$ cat src/rtl/fifo_reader.sv
// Drains words from the FIFO read port and serializes each one into OUT_W-bit beats,
// least-significant beat first, on a valid/ready stream. Counts words popped since reset.
module fifo_reader #(
    parameter int unsigned WIDTH = 32,
    parameter int unsigned OUT_W = 8,
    parameter int unsigned CNT_W = 16
) (
    input  logic             clk_i,
    input  logic             rst_i,
    input  logic             pnding_i,
    input  logic [WIDTH-1:0] data_i,
    output logic             pop_o,
    output logic [OUT_W-1:0] out_data_o,
    output logic             out_valid_o,
    input  logic             out_ready_i,
    output logic             out_last_o,
    output logic             busy_o,
    output logic [CNT_W-1:0] word_cnt_o
);

    localparam int unsigned BEATS  = WIDTH / OUT_W;
    localparam int unsigned BEAT_W = (BEATS > 1) ? $clog2(BEATS) : 1;

    typedef enum logic {StIdle, StSend} state_e;

    state_e             state_q, state_d;
    logic [WIDTH-1:0]   shreg_q, shreg_d;
    logic [BEAT_W-1:0]  beat_q, beat_d;
    logic [CNT_W-1:0]   cnt_q, cnt_d;

    logic in_send;
    logic last_beat;
    logic accept;
    logic pop;

    assign in_send   = (state_q == StSend);
    assign last_beat = (beat_q == BEAT_W'(BEATS - 1));
    assign accept    = in_send && out_ready_i;

    // Reset gates the pop so the FIFO never loses a word while this block is held in reset.
    assign pop = rst_i && pnding_i && (in_send ? (accept && last_beat) : 1'b1);

    always_comb begin
        state_d = state_q;
        shreg_d = shreg_q;
        beat_d  = beat_q;
        cnt_d   = cnt_q + CNT_W'(pop);

        if (!in_send) begin
            if (pnding_i) begin
                shreg_d = data_i;
                beat_d  = '0;
                state_d = StSend;
            end
        end else if (accept) begin
            if (!last_beat) begin
                shreg_d = shreg_q >> OUT_W;
                beat_d  = beat_q + BEAT_W'(1);
            end else if (pnding_i) begin
                shreg_d = data_i;
                beat_d  = '0;
            end else begin
                state_d = StIdle;
            end
        end
    end

    always_ff @(posedge clk_i) begin
        if (!rst_i) begin
            state_q <= StIdle;
            shreg_q <= '0;
            beat_q  <= '0;
            cnt_q   <= '0;
        end else begin
            state_q <= state_d;
            shreg_q <= shreg_d;
            beat_q  <= beat_d;
            cnt_q   <= cnt_d;
        end
    end

    assign pop_o       = pop;
    assign out_valid_o = in_send;
    assign busy_o      = in_send;
    assign out_data_o  = in_send ? shreg_q[OUT_W-1:0] : '0;
    assign out_last_o  = in_send && last_beat;
    assign word_cnt_o  = cnt_q;

endmodule

$ cat config.mk
export PLATFORM = sky130hd
export DESIGN_NAME = fifo_reader
export DESIGN_NICKNAME = d
export VERILOG_FILES = /design/src/rtl/fifo_reader.sv
export SDC_FILE = /design/constraint.sdc
export NUM_CORES = 1
export LEC_CHECK = 0
export ABC_AREA = 1
export BUFFER_PORTS_ARGS = -buffer_cell sky130_fd_sc_hd__buf_2
export CAP_MARGIN = 20
export CORE_ASPECT_RATIO = 1.5
export CORE_MARGIN = 1
export CORE_UTILIZATION = 47
export DETAILED_ROUTE_END_ITERATION = 10
export GPL_TIMING_DRIVEN = 0
export PLACE_DENSITY = 0.75
export SYNTH_ARGS = -nofsm -noshare
export SYNTH_HDL_FRONTEND = slang
export SYNTH_SLANG_ARGS = --single-unit
$ cat constraint.sdc
create_clock -name clk_i -period 1.7 [get_ports clk_i]
set_input_delay 0.085 -clock clk_i [delete_from_list [all_inputs] [get_ports clk_i]]
set_output_delay 0.085 -clock clk_i [all_outputs]
set_load 0.1 [all_outputs]
# Word-level counts from Yosys, hierarchy flattened
# Cells that the tools add are included.
word_totals:
  reg_bits: 51
  input_bits: 36
  out_inout_bits: 28
  wordCells: 27
op_classes:
  add_sub_neg: 2
  n_eq_ne: 2
  muxes: 14
  reduce_logical: 5
ops:
  columns: ["cell", "count"]
  rows:
  - ["32-bit 2-to-1 mux", 4]
  - ["16-bit by 1-bit adder with 16-bit output", 1]
  - ["2-bit 2-to-1 mux", 4]
  - ["8-bit 2-to-1 mux", 1]
  - ["1-bit logical AND", 5]
  - ["1-bit 2-to-1 mux", 5]
  - ["2-bit by 1-bit adder with 2-bit output, second input constant", 1]
  - ["2-bit equality test, second input constant", 1]
  - ["2-bit by 1-bit inequality test with 1-bit output, second input constant", 1]

# Depth between registers and ports, before layout
depth:
  depth_word: 5
  mapped_depth: 13
  ltp_nobuf: 12

# Worst setup path before layout
# No wires, ideal clock.
synth_timing:
  path_kind: "reg2reg"
  startpoint: "reg state_q (netlist: busy_o)"
  endpoint: "reg cnt_q[12] (netlist: word_cnt_o[12])"
  arrival_ps: 4590
  path_slack_ps: -3004
  stages_incl_launch_ff: 12
  n_path_buf: 1
  cell_sequence: "dfxtp_1 > nand2_2 > nand2_4 > buf_2 > nor3_1 > ha_1 > ha_1 > nand2_1 > nor2_1 > nand3_1 > nor2_1 > nor2_1"
synth_between:
  elab_chain_cells: 5
synth_rtl:
  columns: ["element", "line_no", "rtl"]
  rows:
  - ["from (decl)", "26", "state_e state_q, state_d;"]
  - ["from (signal assigned)", "70", "state_q <= StIdle;"]
  - ["from (signal assigned)", "75", "state_q <= state_d;"]
  - ["1-bit logical AND", "38", "assign accept = in_send && out_ready_i;"]
  - ["1-bit logical AND", "41", "assign pop = rst_i && pnding_i && (in_send ? (accept && last_beat) : 1'b1);"]
  - ["1-bit 2-to-1 mux *", "41", null]
  - ["1-bit logical AND *", "41", null]
  - ["named net pop_o", "12", "output logic pop_o,"]
  - ["16-bit by 1-bit adder with 16-bit output *", "47", "cnt_d = cnt_q + CNT_W'(pop);"]
  - ["to (signal assigned)", "78", "cnt_q <= cnt_d;"]
  - ["to (decl)", "29", "logic [CNT_W-1:0] cnt_q, cnt_d;"]
# Mark *: on every way through the listed nets, which the timed path passes. The rest lies on a longest branch.
# A chain may end at the register's enable or synchronous reset.

# Worst setup path after layout
layout_timing:
  startpoint: "reg beat_q[1]"
  endpoint: "reg cnt_q[8] (netlist: word_cnt_o[8])"
layout_between:
  elab_chain_cells: 5
layout_rtl:
  columns: ["element", "line_no", "rtl"]
  rows:
  - ["from (decl)", "28", "logic [BEAT_W-1:0] beat_q, beat_d;"]
  - ["from (signal assigned)", "77", "beat_q <= beat_d;"]
  - ["2-bit equality test", "37", "assign last_beat = (beat_q == BEAT_W'(BEATS - 1));"]
  - ["1-bit logical AND", "41", null]
  - ["1-bit 2-to-1 mux", "41", null]
  - ["1-bit logical AND", "41", null]
  - ["16-bit by 1-bit adder with 16-bit output", "47", null]
# No other way between the ends.

==> results.yml <==
worst_setup_path:
  start_kind: "flop"
  crit_chain: "ha_4, nor2_4, nor3_4, ha_4, ha_4, nand2_4, nor2_4, buf_4, a21oi_2, nor3b_2"
  cp_max_fo: 4
  rrSetupSlack_ps: -100
  required_ps: 1940
  crit_type: "flop to flop"
  r2r_cells: 10
  max_stage_delay_ps: 370
  crit_path_frequent_cell: "ha_4"
  slowest_stage: "dfxtp_2"
  worstPathArrival_ps: 2030
  critical_path.endpoint_type: "flop"
pwr:
  vdd_drop_max_mv: 0.466
  combinationalPowerShare_pct: 18.4
  power_density_nw_per_um2: 868
  switching_power_mw: 0.822
  p_sw_share_pct: 28.6
  p_clk_share_pct: 35.7
  seqPwrFrac_pct: 45.9
  p_int_mw: 2.05
  p_leak_nw: 1.60
placement:
  routabilityCongestion: 0.768
  dpl-instance-area_um2: 2930
  pre_cts_slack_ps: -347
  dp_cells: 473
  port_buffers: 62
  dpl.hpwl_um: 4220
sta:
  setup_viol: 6
  maxSlewViolCount: 0
  setup_slack_ps: -97.3
  rsz0062_at_grt: "true"
  max-slew-margin-rel_pct: 63.0
  period_minus_slack_ps: 1800
  finalHoldViolations: 0
  fin_crit_sh_pct: 106
  fmax_mhz: 556
  fin_skew_ps: 5.87
  max_slew.worst_pin.slew_ps: 556
yosys:
  synthCells: 343
  synthXorXnorAreaFrac_pct: 0.708
  async_flop_share_pct: 0
  yosysTopAreaCell: "dfxtp_1"
  synth_area_um2: 2470
  synth_fa_ha_area_share_pct: 2.02
  ys_seq_area_share_pct: 41.3
  synth-compound-area-share_pct: 6.27
  synthTopCellsByArea: "dfxtp_1 41%, nor2_1 12%, nand2_1 7.7%, inv_1 5.3%, nor3_2 4.9%"
  avgSynthCellArea_um2: 7.22
  synth_ff_type: "dfxtp_1"
  synth_seq_cells: 51
  yosys.area_share.simple_pct: 40.3
  yosys-top-cells-count: "81 x nor2_1, 51 x dfxtp_1, 51 x nand2_1"
  synth_edf_count: 0
  ys_types: 32
  synth_nets: 383
  yosysTopAreaCellShare_pct: 41.3
  yosysMostFrequentCell: "nor2_1"
  synth_top_family_by_area: "simple AND/OR/NAND/NOR gates"
  muxShareOfSynthArea_pct: 0
  ys_warn_count: 0
global_routing:
  grt_max_degree: 18
  grt_pass1_wl_um: 9070
  first_global_vias: 2072
  grt-ovfl-total: 0
  grt_usage_pct: 21.3
  grt_antenna_before_repair: 0
floorplan:
  io_pins: 64
  coreArea_um2: 5080
  core.rowCount: 32
  die_x_um: 61.3
  die_area_um2: 5570
  die_y_um: 90.9
  initial_core_util_pct: 48.7
route:
  drt_first_pass_iters: 4
  drt_iter0_markers: 84
  routed_via_density: 4.79
  routedWlPerCell_um: 11.7
  ant_nets: 0
  routed-via-count: 2370
  drc_errors: 0
  wl_um: 5810
job:
  maxCapViolations: 0
worst_hold_path:
  worstHoldPathCells: 3
  hp-class: "primary input to flop"
layout:
  stdcell_area_um2: 3310
  drive_gt1_share_pct: 35.1
  nets: 466
  final_cells: 495
  syn2layout_area_growth_pct: 33.8
  fin_util_pct: 65.1
  diodes: 0
  num-fill-cells: 450
clock_network:
  cts_made_buffers: 5
  htreeDepth: 2
  cts.path.max_buffers: 2
  cts_tree: "done"
  clock-sinks: 51
  cts_root_buf: "clkbuf_8"
  clock_latency_ps: 310
  cts.clk_slew.worst_paths_ps: 100
status:
  run_status: "finished with violations"
  violations: "negative setup slack"
==> critical path: cells and delay by family, from the launching register on <==
kind	cells	cell delay [ps]
AOI/OAI and AO/OA	1	60
and+or+nand+nor	5	620
buffers and inverters	1	140
adders and majority gates	3	520
DFF	1	370
==> stage by stage <==
step           setup TNS (ps)  power [mW]  hold slack (ps)
2_1_floorplan          -13570        1.72              215
3_5_place_dp            -1850        1.84              377
5_1_grt                 -1490        3.00             47.7
3_3_place_gp            -1290        1.83              375
4_1_cts                  -242        2.88             45.8
6_report                 -287        2.87             49.5
==> cells in the final DEF, fill, tap and decap left out, types with 2 or more instances in the layout <==
master	count
nand3_4	2
o21ai_0	11
buf_2	56
clkbuf_8	5
clkinv_1	2
nand2_1	48
or2_0	7
nand2_8	2
inv_1	35
a21oi_1	6
nor2_2	14
buf_6	5
bufinv_16	2
nor2_1	76
nor3_2	12
ha_4	3
clkbuf_4	9
nand3_1	13
nand2_4	4
nor2_4	4
dfxtp_2	2
nand3_2	3
dfxtp_1	48
nand2_2	3
o21ai_1	9
buf_4	15
nor3_1	13
==> path summary, 6_finish.rpt <==
kind | start | endpoint
min | data_i[0] | shreg_q[0]
max reg2reg | beat_q[1] | word_cnt_o[8]
min reg2reg | shreg_q[21] | shreg_q[21]
max | beat_q[1] | word_cnt_o[8]
==> layer usage <==
layer | up-vias | GRT usage [%] | share of wire [%]
met5 | - | 0 | 0
met1 | 1070 | 22.8 | 38
met3 | 11 | 3.44 | 3.6
met4 | 0 | 7.20 | 1.4
met2 | 54 | 39.6 | 57
li1 | 1235 | - | -
==> layout make-up <==
class,count,area (µm²),share of cell area (%)
plain buffers,11,82.6,2.49
inverters,39,149,4.50
multi-input cells,241,1370,41.4
repair buffers,77,457,13.8
well taps,68,85.1,2.57
flip-flops and latches,51,1030,31.0
clock inverters,3,71.3,2.15
clock buffers,5,68.8,2.08
==> state kept, by name, indices dropped and copies added (netlist names) <==
signal / cells
busy_o: 1
shreg_q: 32
beat_q: 2
word_cnt_o: 16
==> repair_timing <==
item                       in CTS  in global routing
pin swaps                      15                 14
hold buffers                    0                  0
setup endpoints to repair      10                 13
hold endpoints to repair        0                  0
buffers inserted                6                  9
gates resized for setup        14                 21
==> power by group through the flow <==
stage	sequential, mW	clock, mW	combinational (mW)
after floorplan	1.36	0	0.360
after global placement	1.34	0	0.491
after detailed placement	1.34	0	0.499
after CTS	1.32	1.04	0.515
after global routing	1.33	1.10	0.578
final	1.32	1.03	0.529
==> cells by family after synthesis <==
group / Yosys count
and+or+nand+nor: 205
buffers and inverters: 51
DFF: 51
AOI/OAI and AO/OA: 30
adders and majority gates: 4
xor gates and xnor gates: 2
Note: power is estimated with default switching activity, not from simulation.
